<file path="config.mk">
export PLATFORM = sky130hd
export DESIGN_NAME = uart_rx_flat
export DESIGN_NICKNAME = d
export VERILOG_FILES = /design/src/rtl/uart_rx_if.sv /design/src/rtl/uart_rx.sv /design/src/flat_wrapper.sv
export SDC_FILE = /design/constraint.sdc
export NUM_CORES = 1
export LEC_CHECK = 0
export ABC_AREA = 1
export CORE_UTILIZATION = 30
export CTS_CLUSTER_SIZE = 14
export DETAILED_ROUTE_END_ITERATION = 16
export DONT_BUFFER_PORTS = 1
export SETUP_SLACK_MARGIN = 0.15
export SKIP_LAST_GASP = 1
export SLEW_MARGIN = 20
export SYNTH_ARGS = -nofsm -noshare
export SYNTH_HDL_FRONTEND = slang
export SYNTH_SLANG_ARGS = --single-unit
</file>
<file path="constraint.sdc">
create_clock -name clk -period 1.65 [get_ports clk]
set_input_delay 0.33 -clock clk [delete_from_list [all_inputs] [get_ports clk]]
set_output_delay 0.33 -clock clk [all_outputs]
set_load 0.1 [all_outputs]
</file>
<file path="src/rtl/uart_rx_if.sv">
// Serial receive bus: the raw line in, plus the received byte and its status pulses out.
// The receiver uses the master modport; whatever drives the line and consumes bytes uses slave.
interface uart_rx_if;
  logic       i_Rx;
  logic [7:0] o_data;
  logic       o_DV;
  logic       o_frame_err;
  logic       o_busy;

  modport master (input i_Rx, output o_data, output o_DV, output o_frame_err, output o_busy);
  modport slave  (output i_Rx, input o_data, input o_DV, input o_frame_err, input o_busy);
endinterface

</file>
<file path="src/rtl/uart_rx.sv">
// 8N1 UART receiver, LSB first, sampling each bit at its centre using a single bit-timing counter.
// Emits one-cycle o_DV for a good byte, or one-cycle o_frame_err for a bad stop bit.
module uart_rx #(
  parameter int CLKS_PER_BIT = 1250
) (
  input  logic   clk,
  input  logic   i_nRST,
  uart_rx_if.master bus
);

  localparam int CW = $clog2(CLKS_PER_BIT);
  localparam logic [CW-1:0] LAST = CW'(CLKS_PER_BIT - 1);
  localparam logic [CW-1:0] HALF = CW'((CLKS_PER_BIT - 1) / 2);

  if (CLKS_PER_BIT < 4) begin : g_cpb_check
    $error("uart_rx: CLKS_PER_BIT=%0d is unsupported, must be at least 4", CLKS_PER_BIT);
  end

  typedef enum logic [2:0] {
    IDLE      = 3'd0,
    START     = 3'd1,
    DATA      = 3'd2,
    STOP      = 3'd3,
    WAIT_HIGH = 3'd4
  } state_t;

  state_t        state, state_d;
  logic [CW-1:0] cnt, cnt_d;
  logic [2:0]    idx, idx_d;
  logic [7:0]    shift, shift_d;
  logic [7:0]    data, data_d;
  logic          dv, dv_d;
  logic          ferr, ferr_d;
  logic          rx_m, rx_s;

  // Flops reset to 1 so the idle-high line never looks like a start edge after reset.
  always_ff @(posedge clk or negedge i_nRST) begin
    if (!i_nRST) begin
      rx_m <= 1'b1;
      rx_s <= 1'b1;
    end else begin
      rx_m <= bus.i_Rx;
      rx_s <= rx_m;
    end
  end

  always_ff @(posedge clk or negedge i_nRST) begin
    if (!i_nRST) begin
      state <= IDLE;
      cnt   <= '0;
      idx   <= '0;
      shift <= '0;
      data  <= '0;
      dv    <= 1'b0;
      ferr  <= 1'b0;
    end else begin
      state <= state_d;
      cnt   <= cnt_d;
      idx   <= idx_d;
      shift <= shift_d;
      data  <= data_d;
      dv    <= dv_d;
      ferr  <= ferr_d;
    end
  end

  // The stop bit is judged at its centre and the FSM drops straight back to IDLE,
  // so a start edge in the second half of the stop bit is still caught.
  always_comb begin
    state_d = state;
    cnt_d   = cnt;
    idx_d   = idx;
    shift_d = shift;
    data_d  = data;
    dv_d    = 1'b0;
    ferr_d  = 1'b0;
    case (state)
      IDLE: begin
        cnt_d = '0;
        if (!rx_s) state_d = START;
      end
      START: begin
        if (cnt == HALF) begin
          cnt_d   = '0;
          idx_d   = '0;
          state_d = rx_s ? IDLE : DATA;
        end else begin
          cnt_d = cnt + 1'b1;
        end
      end
      DATA: begin
        if (cnt == LAST) begin
          cnt_d        = '0;
          shift_d[idx] = rx_s;
          if (idx == 3'd7) state_d = STOP;
          else             idx_d   = idx + 1'b1;
        end else begin
          cnt_d = cnt + 1'b1;
        end
      end
      STOP: begin
        if (cnt == LAST) begin
          cnt_d = '0;
          if (rx_s) begin
            data_d  = shift;
            dv_d    = 1'b1;
            state_d = IDLE;
          end else begin
            ferr_d  = 1'b1;
            state_d = WAIT_HIGH;
          end
        end else begin
          cnt_d = cnt + 1'b1;
        end
      end
      WAIT_HIGH: begin
        cnt_d = '0;
        if (rx_s) state_d = IDLE;
      end
      default: begin
        state_d = IDLE;
        cnt_d   = '0;
        idx_d   = '0;
      end
    endcase
  end

  assign bus.o_data      = data;
  assign bus.o_DV        = dv;
  assign bus.o_frame_err = ferr;
  assign bus.o_busy      = (state != IDLE);

endmodule

</file>
<file path="src/flat_wrapper.sv">
// flat-port wrapper written by rule: the top's interface ports become plain ports
module uart_rx_flat 
#(
  parameter int CLKS_PER_BIT = 1250
)
  (clk, i_nRST, bus_i_Rx, bus_o_data, bus_o_DV, bus_o_frame_err, bus_o_busy);
  uart_rx_if bus_i ();
  input  logic clk;
  input  logic i_nRST;
  input wire logic [$bits(bus_i.i_Rx)-1:0] bus_i_Rx;
  output wire logic [$bits(bus_i.o_data)-1:0] bus_o_data;
  output wire logic [$bits(bus_i.o_DV)-1:0] bus_o_DV;
  output wire logic [$bits(bus_i.o_frame_err)-1:0] bus_o_frame_err;
  output wire logic [$bits(bus_i.o_busy)-1:0] bus_o_busy;
  assign bus_i.i_Rx = bus_i_Rx;
  assign bus_o_data = bus_i.o_data;
  assign bus_o_DV = bus_i.o_DV;
  assign bus_o_frame_err = bus_i.o_frame_err;
  assign bus_o_busy = bus_i.o_busy;
  uart_rx #(.CLKS_PER_BIT(CLKS_PER_BIT)) u_core (.clk(clk), .i_nRST(i_nRST), .bus(bus_i));
endmodule
</file>
==> tab_implementation.tex, run 1 <==
\begin{tabular}{lr}
\hline
Metric & Value \\
\hline
\multicolumn{2}{l}{\textbf{Setup path}} \\
Cell-by-cell listing of the critical path & ha\_2 -> ha\_2 -> or2\_4 -> a21oi\_4 -> nand3\_2 -> nand2\_1 -> nand2\_1 \\
Buffers plus inverters on the worst setup path & 0 \\
Register-to-register path setup slack & 0.16 ns \\
Startpoint type of the worst setup path & flip-flop \\
Standard cell with the maximum stage delay on the critical path & sky130\_fd\_sc\_hd\_\_dfrtp\_1 \\
Depth of the worst register-to-register path & 7 \\
Crit path capture type & flip-flop \\
RR Startpoint & u\_core.idx[0] \\
Top Family by Delay on Critical Path & simple AND/OR/NAND/NOR gates \\
Crit-path max cell delay & 0.39 ns \\
Arrival time worst endpoint & 1.67 ns \\
R2R Path End & u\_core.idx[2] \\
WP data required & 1.83 ns \\
Classification of the worst setup path & flip-flop to flip-flop \\
Crit Path Max Fanout & 4 \\
\multicolumn{2}{l}{\textbf{STA}} \\
Unrepaired setup endpoints after global routing & yes \\
Slew of the pin with the lowest slew margin & 0.359 ns \\
Final hold violation count & 0 \\
Tmin final & 1.49 ns \\
Number of setup violations in the final report & 0 \\
Worst slew margin relative to its limit & 75.9\% \\
Worst Skew & 0.00490 ns \\
Final clock period utilization by the worst path & 90.4\% \\
Final max-slew violation count & 0 \\
Post-route worst hold slack & 0.0339 ns \\
Final sum of negative setup slack & 0 ns \\
Max Clk Rate & 671 MHz \\
\multicolumn{2}{l}{\textbf{Layout}} \\
Share of cells above drive strength 1 & 36.9\% \\
Sequential cell area in the final layout & 933 µm² \\
Most common cell after layout, fill and taps aside & sky130\_fd\_sc\_hd\_\_nand2\_1 \\
Nets & 278 \\
Commonest non-fill, non-tap cells in the layout & sky130\_fd\_sc\_hd\_\_nand2\_1, sky130\_fd\_sc\_hd\_\_dfrtp\_1, sky130\_fd\_sc\_hd\_\_buf\_4 \\
Footprint of the multi-input gates & 1010 µm² \\
Filler instances & 591 \\
Area Growth Syn to Fin & 31.6\% \\
Diode insertion count for antenna repair & 0 \\
\multicolumn{2}{l}{\textbf{Power}} \\
Static power due to leakage & 1.18 nW \\
Pwr Density & 739 nW/µm² \\
Power share of the clock group & 49.6\% \\
Sequential group share of total power & 48.8\% \\
Switching power as a share of total power & 19.0\% \\
Worst ir drop on vdd & 0.000477 V \\
Total power draw & 0.00187 W \\
Cell internal power dissipation & 0.00152 W \\
Portion of total power attributed to combinational logic & 1.6\% \\
Net switching power & 0.000355 W \\
\multicolumn{2}{l}{\textbf{GRT}} \\
Overall overflow remaining after global route & 0 \\
Number of global-route vias before repair & 1505 \\
Largest net degree at the start of global routing & 38 \\
Antenna violations before repair & 0 \\
First-pass GRT wire length & 6820 µm \\
Tot GR Track Use & 13.4\% \\
\multicolumn{2}{l}{\textbf{Synth}} \\
Flops \& latches, synth & 37 \\
Synth Instances & 233 \\
Average size of a mapped cell & 8.26 µm² \\
Distinct cell type count of the synthesized netlist & 27 \\
Area of the mapped netlist & 1930 µm² \\
Count of warnings emitted by yosys & 0 \\
Mapped Nets & 241 \\
Share of the yosys chip area belonging to registers & 48.2\% \\
\multicolumn{2}{l}{\textbf{Die}} \\
Initial cell density of the core & 31.8\% \\
Total I/O pin count & 14 \\
Placeable Area & 6060 µm² \\
Die outline height & 82.1 µm \\
Row count & 28 \\
Full die area & 6740 µm² \\
Horizontal die dimension & 82.1 µm \\
\multicolumn{2}{l}{\textbf{Clocking}} \\
H-Tree Level Count & 2 \\
Buffer type at the clock tree root & sky130\_fd\_sc\_hd\_\_clkbuf\_8 \\
Clk slew on worst S/H paths & 0.07 ns \\
TritonCTS buffer count & 5 \\
TritonCTS clock tree & done \\
Worst-case clock buffer depth & 2 \\
TritonCTS Sinks & 37 \\
Clock latency on the worst-skew pair & 0.29 ns \\
\multicolumn{2}{l}{\textbf{Drt}} \\
Wirelength per Cell & 11.9 µm \\
DRC violation count after routing & 0 \\
Vias after detailed routing & 1591 \\
Via-per-instance ratio & 4.60 \\
1st-iter DRT viols & 134 \\
TritonRoute pass-1 iters & 4 \\
Routed wire length & 4130 µm \\
Post-route ant nets & 0 \\
\multicolumn{2}{l}{\textbf{Min path}} \\
Number of instances on the worst hold path & 0 \\
Worst hold endpoint & u\_core.rx\_m \\
Hold/Removal Path Class & input port to flip-flop \\
Hold Crit Start & bus\_i\_Rx \\
\multicolumn{2}{l}{\textbf{Placed design}} \\
Half-perimeter wire length after placement & 2590 µm \\
GP Congestion & 0.763 \\
Input/output buffers & 0 \\
\multicolumn{2}{l}{\textbf{Status}} \\
Result of the run & complete, no violations \\
\multicolumn{2}{l}{\textbf{Run}} \\
Count of maximum capacitance violations & 0 \\
\hline
\end{tabular}
## power groups by stage
stage	Combinational [W]	Sequential, W	Clock, W
after detailed placement	0.00000526	0.000932	0
after global placement	0.00000533	0.000932	0
after global routing	0.0000355	0.000915	0.000987
after CTS	0.0000321	0.000914	0.000952
final	0.0000299	0.000915	0.000929
after floorplan	0.00000388	0.000931	0
## per-stage QoR
stage | util (%) | instance area, µm² | setup slack [ns] | instances
detailed placement | 35.7 | 2160 | 0.0925 | 325
floorplan | - | 1950 | 0.157 | 233
global placement | 35.7 | 2160 | 0.139 | 325
CTS | 39.5 | 2390 | 0.132 | 339
finish | 41.8 | 2530 | 0.159 | 346
global route | 41.8 | 2530 | 0.0622 | 346
## worst max-delay path by stage
stage / from / slack [ns] / cells after the start / endpoint
2_1_floorplan: u_core.idx[1] / 0.16 / 7 / u_core.idx[2]
3_3_place_gp: u_core.idx[1] / 0.14 / 7 / u_core.idx[2]
3_5_place_dp: u_core.cnt[1] / 0.09 / 10 / u_core.bus.o_data[6]
4_1_cts: u_core.cnt[0] / 0.13 / 9 / u_core.bus.o_data[2]
5_1_grt: u_core.cnt[1] / 0.06 / 10 / u_core.bus.o_data[2]
6_report: u_core.idx[0] / 0.16 / 7 / u_core.idx[2]
## cell usage after synthesis
master                     number  area (µm²)
sky130_fd_sc_hd__or2_2          1        6.26
sky130_fd_sc_hd__nand3_2        2        20.0
sky130_fd_sc_hd__nor3_2         1        10.0
sky130_fd_sc_hd__ha_1           5        62.6
sky130_fd_sc_hd__nor2_2        16         100
sky130_fd_sc_hd__nand3_1        9        45.0
sky130_fd_sc_hd__o31ai_1        4        30.0
sky130_fd_sc_hd__xor2_1         5        43.8
sky130_fd_sc_hd__nand4_1        7        43.8
sky130_fd_sc_hd__nor2_1        20        75.1
sky130_fd_sc_hd__nand2_2        5        31.3
sky130_fd_sc_hd__inv_2          3        11.3
sky130_fd_sc_hd__buf_4          1        7.51
sky130_fd_sc_hd__dfstp_2        2        52.6
sky130_fd_sc_hd__nand2_1       70         263
sky130_fd_sc_hd__xnor2_1        2        17.5
sky130_fd_sc_hd__nor2_4         1        11.3
sky130_fd_sc_hd__clkinv_4       1        8.76
sky130_fd_sc_hd__dfrtp_1       35         876
sky130_fd_sc_hd__nand3_4        1        17.5
sky130_fd_sc_hd__nor3_1         4        20.0
sky130_fd_sc_hd__o21ai_0        7        35.0
sky130_fd_sc_hd__nor4_1         1        6.26
sky130_fd_sc_hd__o21ai_1        5        25.0
sky130_fd_sc_hd__a21oi_1        1        5.00
sky130_fd_sc_hd__inv_1         23        86.3
sky130_fd_sc_hd__buf_8          1        15.0
## registers in the layout, indices dropped and copies added, names as in the netlist
name / flops
u_core.bus.o_DV: 1
u_core.bus.o_frame_err: 1
u_core.cnt: 11
u_core.rx_s: 1
u_core.bus.o_data: 8
u_core.state: 3
u_core.idx: 3
u_core.shift: 8
u_core.rx_m: 1
## cell type report
| type | instances | share of cell area, % |
|---|---|---|
| tap | 75 | 3.70 |
| inverter | 27 | 4.29 |
| sequential | 37 | 36.8 |
| multi-input combinational | 168 | 39.7 |
| timing repair inverter | 1 | 0.247 |
| timing repair buffer | 30 | 9.92 |
| clock buffer | 5 | 2.71 |
| clock inverter | 3 | 2.57 |
## kinds of logic (layout without fill, tap and decap cells)
group,Yosys count,in the layout,share of synthesized area (%)
AND/OR/NAND/NOR,138,139,33.7
XOR/XNOR,7,7,3.18
AO/OA/AOI/OAI,17,17,4.94
buffers and inverters,29,66,6.69
adder cells (fa/ha/maj),5,5,3.25
flip-flops,37,37,48.2
## repair_timing
action / in CTS / in global routing
gates resized for setup: 11 / 29
hold endpoints to repair: 37 / 0
cloned: 2 / 0
pin swaps: 8 / 9
setup buffers: 2 / 7
hold buffers: 2 / 0
setup endpoints to repair: 13 / 34
## metal layers
layer / routed length (µm) / share of wire, % / track usage (%)
met5: 0 / 0 / 0
met4: 44 / 1.1 / 5.44
met3: 129 / 3.1 / 2.64
met2: 2050 / 49 / 22.0
met1: 1910 / 46 / 17.2
Power figures use the tool's default switching activity.
==> inputs of run 2 (changes only) <==
--- a/config.mk
+++ b/config.mk
@@ -11,6 +11,7 @@
 export DETAILED_ROUTE_END_ITERATION = 16
 export DONT_BUFFER_PORTS = 1
 export SETUP_SLACK_MARGIN = 0.15
+export SKIP_CTS_REPAIR_TIMING = 1
 export SKIP_LAST_GASP = 1
 export SLEW_MARGIN = 20
 export SYNTH_ARGS = -nofsm -noshare
==> run 2 against run 1 <==
Sequential power is essentially flat. First-iteration DRC count fell by 33%. Critical path depth did not move. Combinational power is 2% lower. Final area is 4.7% lower. Register-to-register slack worse by 0.02 ns. Non-clock buffer count is 6 lower. Setup slack got worse by 0.020 ns. Sequential share of layout area rose by 1.8 points. Utilization down 2.0 points. Total power shrank 0.15%. Flip-flop and latch count did not move. Largest power group unchanged.
==> tab_implementation.tex, run 2 (synthesis results as in run 1) <==
\begin{tabular}{lr}
\hline
Metric & Value \\
\hline
\multicolumn{2}{l}{\textbf{Placed design}} \\
Input/output buffers & 0 \\
Post-Place Cells & 325 \\
GP Congestion & 0.763 \\
Half-perimeter wire length after placement & 2590 µm \\
\multicolumn{2}{l}{\textbf{GRT}} \\
Number of global-route vias before repair & 1449 \\
First-pass GRT wire length & 6320 µm \\
Global routing met2 resource utilization & 20.1\% \\
Tot GR Track Use & 12.3\% \\
Overall overflow remaining after global route & 0 \\
GRT Max-Usage Layer & met2 \\
Largest net degree at the start of global routing & 38 \\
Met1 Track Usage GR & 15.6\% \\
Antenna violations before repair & 0 \\
Met3 routing resource usage after global routing & 2.53\% \\
\multicolumn{2}{l}{\textbf{Die}} \\
Total I/O pin count & 14 \\
Horizontal die dimension & 82.1 µm \\
Initial cell density of the core & 31.8\% \\
Placeable Area & 6060 µm² \\
Row count & 28 \\
Die outline height & 82.1 µm \\
Full die area & 6740 µm² \\
\multicolumn{2}{l}{\textbf{Drt}} \\
1st-iter DRT viols & 90 \\
Vias after detailed routing & 1525 \\
Post-route ant nets & 0 \\
Wirelength per Cell & 11.2 µm \\
Via-per-instance ratio & 4.49 \\
Routed wire length & 3810 µm \\
TritonRoute pass-1 iters & 4 \\
DRC violation count after routing & 0 \\
\multicolumn{2}{l}{\textbf{Power}} \\
Cell internal power dissipation & 0.00152 W \\
Switching power as a share of total power & 18.8\% \\
Net switching power & 0.000352 W \\
Pwr Density & 774 nW/µm² \\
Sequential group share of total power & 48.9\% \\
Static power due to leakage & 1.12 nW \\
Worst ir drop on vdd & 0.000480 V \\
Power share of the clock group & 49.6\% \\
Portion of total power attributed to combinational logic & 1.6\% \\
\multicolumn{2}{l}{\textbf{Layout}} \\
Area Growth Syn to Fin & 25.5\% \\
Filler instances & 609 \\
Diode insertion count for antenna repair & 0 \\
Footprint of the multi-input gates & 940 µm² \\
Most common cell after layout, fill and taps aside & sky130\_fd\_sc\_hd\_\_nand2\_1 \\
Reg with most FFs & u\_core.cnt \\
Sequential cell area in the final layout & 932 µm² \\
Nets & 272 \\
Number of flip-flops under the largest register name & 11 \\
Post-route non-filler standard cell count & 340 \\
Commonest non-fill, non-tap cells in the layout & sky130\_fd\_sc\_hd\_\_nand2\_1, sky130\_fd\_sc\_hd\_\_dfrtp\_1, sky130\_fd\_sc\_hd\_\_inv\_1 \\
Share of cells above drive strength 1 & 30.6\% \\
\multicolumn{2}{l}{\textbf{Run}} \\
Count of maximum capacitance violations & 0 \\
\multicolumn{2}{l}{\textbf{STA}} \\
Unrepaired setup endpoints after global routing & yes \\
Worst Skew & 0.00484 ns \\
Max Clk Rate & 662 MHz \\
Number of setup violations in the final report & 0 \\
Final max-slew violation count & 0 \\
Final clock period utilization by the worst path & 91.6\% \\
Post-route worst hold slack & 0.0323 ns \\
Worst slew margin relative to its limit & 80.0\% \\
Slew of the pin with the lowest slew margin & 0.297 ns \\
Tmin final & 1.51 ns \\
Final hold violation count & 0 \\
\multicolumn{2}{l}{\textbf{Setup path}} \\
Startpoint type of the worst setup path & flip-flop \\
Classification of the worst setup path & flip-flop to flip-flop \\
Register-to-register path setup slack & 0.14 ns \\
Crit path capture type & flip-flop \\
Crit Path Max Fanout & 4 \\
WP data required & 1.88 ns \\
Arrival time worst endpoint & 1.74 ns \\
\multicolumn{2}{l}{\textbf{Clocking}} \\
TritonCTS Sinks & 37 \\
TritonCTS clock tree & done \\
TritonCTS buffer count & 5 \\
Clock latency on the worst-skew pair & 0.29 ns \\
Clk slew on worst S/H paths & 0.07 ns \\
Worst-case clock buffer depth & 2 \\
Buffer type at the clock tree root & sky130\_fd\_sc\_hd\_\_clkbuf\_8 \\
H-Tree Level Count & 2 \\
\multicolumn{2}{l}{\textbf{Min path}} \\
Hold/Removal Path Class & input port to flip-flop \\
\multicolumn{2}{l}{\textbf{Status}} \\
Result of the run & complete, no violations \\
\hline
\end{tabular}
run 2: final cells by class:
class                   count  area share (%)
multi-input cells         168            38.9
flip-flops and latches     37            38.6
repair buffers             24            8.39
inverters                  27            4.51
well taps                  75            3.88
clock buffers               5            2.85
clock inverters             3            2.69
repair inverters            1           0.207
run 2: worst max-delay path: stages (launching register included):
cell	delay, ns
sky130_fd_sc_hd__dfrtp_1	0.39
sky130_fd_sc_hd__ha_2	0.19
sky130_fd_sc_hd__ha_2	0.18
sky130_fd_sc_hd__or2_4	0.23
sky130_fd_sc_hd__a21oi_4	0.16
sky130_fd_sc_hd__buf_4	0.13
sky130_fd_sc_hd__nand4_1	0.09
sky130_fd_sc_hd__nand2_1	0.08
run 2: per-stage QoR:
| step | total power, W | util (%) | worst slack [ns] | TNS (ns) | cell area [µm²] |
|---|---|---|---|---|---|
| after global routing | 0.00192 | 39.9 | 0.0519 | 0 | 2420 |
| after CTS | 0.00187 | 37.9 | -0.00116 | -0.00116 | 2300 |
| after floorplan | 0.000935 | - | 0.157 | 0 | 1950 |
| after detailed placement | 0.000937 | 35.7 | 0.0925 | 0 | 2160 |
| final | 0.00187 | 39.9 | 0.138 | 0 | 2420 |
| after global placement | 0.000937 | 35.7 | 0.139 | 0 | 2160 |
run 2: power groups by stage:
stage / Sequential (W) / Combinational [W] / Clock [W]
2_1_floorplan: 0.000931 / 0.00000388 / 0
3_3_place_gp: 0.000932 / 0.00000533 / 0
3_5_place_dp: 0.000932 / 0.00000526 / 0
4_1_cts: 0.000914 / 0.00000532 / 0.000952
5_1_grt: 0.000915 / 0.0000344 / 0.000975
6_report: 0.000915 / 0.0000292 / 0.000927
run 2: final timing paths:
path / start / endpoint / depth (start not counted)
min reg2reg: u_core.rx_m / u_core.rx_s / 0
max in group asynchronous: i_nRST / u_core.rx_m / 2
max: u_core.idx[0] / u_core.idx[0] / 7
min in group asynchronous: i_nRST / u_core.cnt[3] / 2
min: bus_i_Rx / u_core.rx_m / 0
max reg2reg: u_core.idx[0] / u_core.idx[0] / 7
run 2: metal layers:
metal,vias up,share of wire [%]
li1,801,-
met2,16,47
met5,-,0
met1,703,48
met4,0,1.6
met3,5,2.9
==> inputs of run 3 (changes only) <==
==> constraint.sdc (replaced) <==
create_clock -name clk -period 1.35 [get_ports clk]
set_input_delay 0.27 -clock clk [delete_from_list [all_inputs] [get_ports clk]]
set_output_delay 0.27 -clock clk [all_outputs]
set_load 0.1 [all_outputs]
==> run 3 against run 2 <==
The flow now finishes with violations (negative setup slack). Sequential power rose by 21%. Largest power group unchanged. Clock-buffer cell count did not move. Highest routed layer unchanged. First-iteration DRC count fell by 24%. Worst hold slack improved by 0.33 ns.
==> tab_implementation.tex, run 3 (synthesis results as in run 1) <==
\begin{tabular}{lr}
\hline
Metric & Value \\
\hline
\multicolumn{2}{l}{\textbf{Status}} \\
Result of the run & finished with violations \\
Violations in the final reports & negative setup slack \\
\multicolumn{2}{l}{\textbf{GRT}} \\
Largest net degree at the start of global routing & 38 \\
Overall overflow remaining after global route & 0 \\
Number of global-route vias before repair & 1418 \\
Tot GR Track Use & 12.7\% \\
Antenna violations before repair & 0 \\
First-pass GRT wire length & 6400 µm \\
\multicolumn{2}{l}{\textbf{Setup path}} \\
Top Family by Delay on Critical Path & simple AND/OR/NAND/NOR gates \\
RR Startpoint & u\_core.cnt[1] \\
Cell-by-cell listing of the critical path & inv\_2 -> ha\_4 -> inv\_4 -> nor2\_4 -> nand3\_4 -> nor2\_4 -> nand3\_4 -> clkinv\_2 -> nand2\_1 -> nand2\_1 \\
Startpoint type of the worst setup path & flip-flop \\
Buffers plus inverters on the worst setup path & 3 \\
Arrival time worst endpoint & 1.71 ns \\
Crit Path Max Fanout & 6 \\
Standard cell with the maximum stage delay on the critical path & sky130\_fd\_sc\_hd\_\_dfrtp\_1 \\
Classification of the worst setup path & flip-flop to flip-flop \\
Crit path capture type & flip-flop \\
Launching instance or port of the critical path & u\_core.cnt[1] \\
Crit-path max cell delay & 0.40 ns \\
WP data required & 1.58 ns \\
\multicolumn{2}{l}{\textbf{Clocking}} \\
Worst-case clock buffer depth & 2 \\
Buffer type at the clock tree root & sky130\_fd\_sc\_hd\_\_clkbuf\_8 \\
TritonCTS buffer count & 5 \\
TritonCTS Sinks & 37 \\
Clock latency on the worst-skew pair & 0.29 ns \\
TritonCTS clock tree & done \\
H-Tree Level Count & 2 \\
Clk slew on worst S/H paths & 0.08 ns \\
\multicolumn{2}{l}{\textbf{Drt}} \\
Post-route ant nets & 0 \\
Highest layer used for signal routing & met4 \\
Wirelength per Cell & 11.4 µm \\
Via-per-instance ratio & 4.46 \\
Vias after detailed routing & 1615 \\
Met1 routed wirelength after detailed routing & 2110 µm \\
Routed wire length & 4110 µm \\
1st-iter DRT viols & 68 \\
DRC violation count after routing & 0 \\
TritonRoute pass-1 iters & 4 \\
Met2 routed wirelength & 1870 µm \\
Length of routed met3 wiring & 77 µm \\
\multicolumn{2}{l}{\textbf{Placed design}} \\
Half-perimeter wire length after placement & 2770 µm \\
GP Congestion & 0.770 \\
Input/output buffers & 0 \\
Post-Place Cells & 346 \\
Worst slack after detailed placement & -0.137 ns \\
\multicolumn{2}{l}{\textbf{STA}} \\
Post-route worst hold slack & 0.359 ns \\
Final hold violation count & 0 \\
Tmin final & 1.48 ns \\
Number of setup violations in the final report & 30 \\
Final max-slew violation count & 0 \\
Worst slew margin relative to its limit & 72.2\% \\
Worst Skew & 0.00644 ns \\
Max Clk Rate & 675 MHz \\
Slew of the pin with the lowest slew margin & 0.413 ns \\
Setup slack of the critical path after layout & -0.131 ns \\
Final clock period utilization by the worst path & 110\% \\
Unrepaired setup endpoints after global routing & yes \\
Final sum of negative setup slack & -2.66 ns \\
\multicolumn{2}{l}{\textbf{Layout}} \\
Post-route non-filler standard cell count & 362 \\
Diode insertion count for antenna repair & 0 \\
Filler instances & 590 \\
Reg with most FFs & u\_core.cnt \\
Sequential cell area in the final layout & 932 µm² \\
Most common cell after layout, fill and taps aside & sky130\_fd\_sc\_hd\_\_nand2\_1 \\
Area Growth Syn to Fin & 45.0\% \\
Share of cells above drive strength 1 & 41.5\% \\
Nets & 294 \\
Footprint of the multi-input gates & 1080 µm² \\
Number of flip-flops under the largest register name & 11 \\
Commonest non-fill, non-tap cells in the layout & sky130\_fd\_sc\_hd\_\_nand2\_1, sky130\_fd\_sc\_hd\_\_dfrtp\_1, sky130\_fd\_sc\_hd\_\_buf\_4 \\
\multicolumn{2}{l}{\textbf{Die}} \\
Full die area & 6740 µm² \\
Horizontal die dimension & 82.1 µm \\
Placeable Area & 6060 µm² \\
Row count & 28 \\
Total I/O pin count & 14 \\
Initial cell density of the core & 31.8\% \\
Die outline height & 82.1 µm \\
\multicolumn{2}{l}{\textbf{Power}} \\
Sequential group share of total power & 48.4\% \\
Switching power as a share of total power & 19.1\% \\
Worst ir drop on vdd & 0.000720 V \\
Static power due to leakage & 1.28 nW \\
Power share of the clock group & 49.5\% \\
Cell internal power dissipation & 0.00186 W \\
Net switching power & 0.000440 W \\
Portion of total power attributed to combinational logic & 2.2\% \\
Pwr Density & 825 nW/µm² \\
\multicolumn{2}{l}{\textbf{Min path}} \\
Hold Crit Start & u\_core.rx\_m \\
Hold/Removal Path Class & flip-flop to flip-flop \\
\multicolumn{2}{l}{\textbf{Run}} \\
Count of maximum capacitance violations & 0 \\
\hline
\end{tabular}
## run 3: area by class of cell
cell class / instances / area share [%]
multi-input combinational: 168 / 38.7
sequential: 37 / 33.4
timing repair buffer: 46 / 15.6
inverter: 27 / 3.99
tap: 75 / 3.36
clock buffer: 5 / 2.46
clock inverter: 3 / 2.33
timing repair inverter: 1 / 0.179
## run 3: per-layer routing
metal	vias up	GRT usage, %
met5	-	0
met4	0	5.26
met3	5	2.20
met2	20	19.3
met1	747	17.7
li1	843	-
## run 3: through the flow
stage / area [µm²] / total power [W] / utilization (%)
after floorplan: 1980 / 0.00114 / -
after global placement: 2380 / 0.00115 / 39.3
after detailed placement: 2380 / 0.00115 / 39.3
after CTS: 2510 / 0.00229 / 41.5
after global routing: 2790 / 0.00239 / 46.1
final: 2790 / 0.00230 / 46.1
## run 3: power by group through the flow
stage / Clock (W) / Combinational (W) / Sequential, W
finish: 0.00114 / 0.0000498 / 0.00111
global route: 0.00122 / 0.0000573 / 0.00112
CTS: 0.00117 / 0.0000125 / 0.00112
detailed placement: 0 / 0.0000124 / 0.00114
global placement: 0 / 0.0000126 / 0.00114
floorplan: 0 / 0.00000474 / 0.00114
## run 3: final timing paths
| path | to | slack (ns) | cells past startpoint |
|---|---|---|---|
| min in group asynchronous | u_core.cnt[7] | 0.47 | 2 |
| hold / removal | u_core.rx_s | 0.36 | 0 |
| setup / recovery | u_core.bus.o_data[6] | -0.13 | 10 |
| setup reg to reg | u_core.bus.o_data[6] | -0.13 | 10 |
| max in group asynchronous | u_core.rx_s | 0.63 | 2 |
| hold reg to reg | u_core.rx_s | 0.36 | 0 |
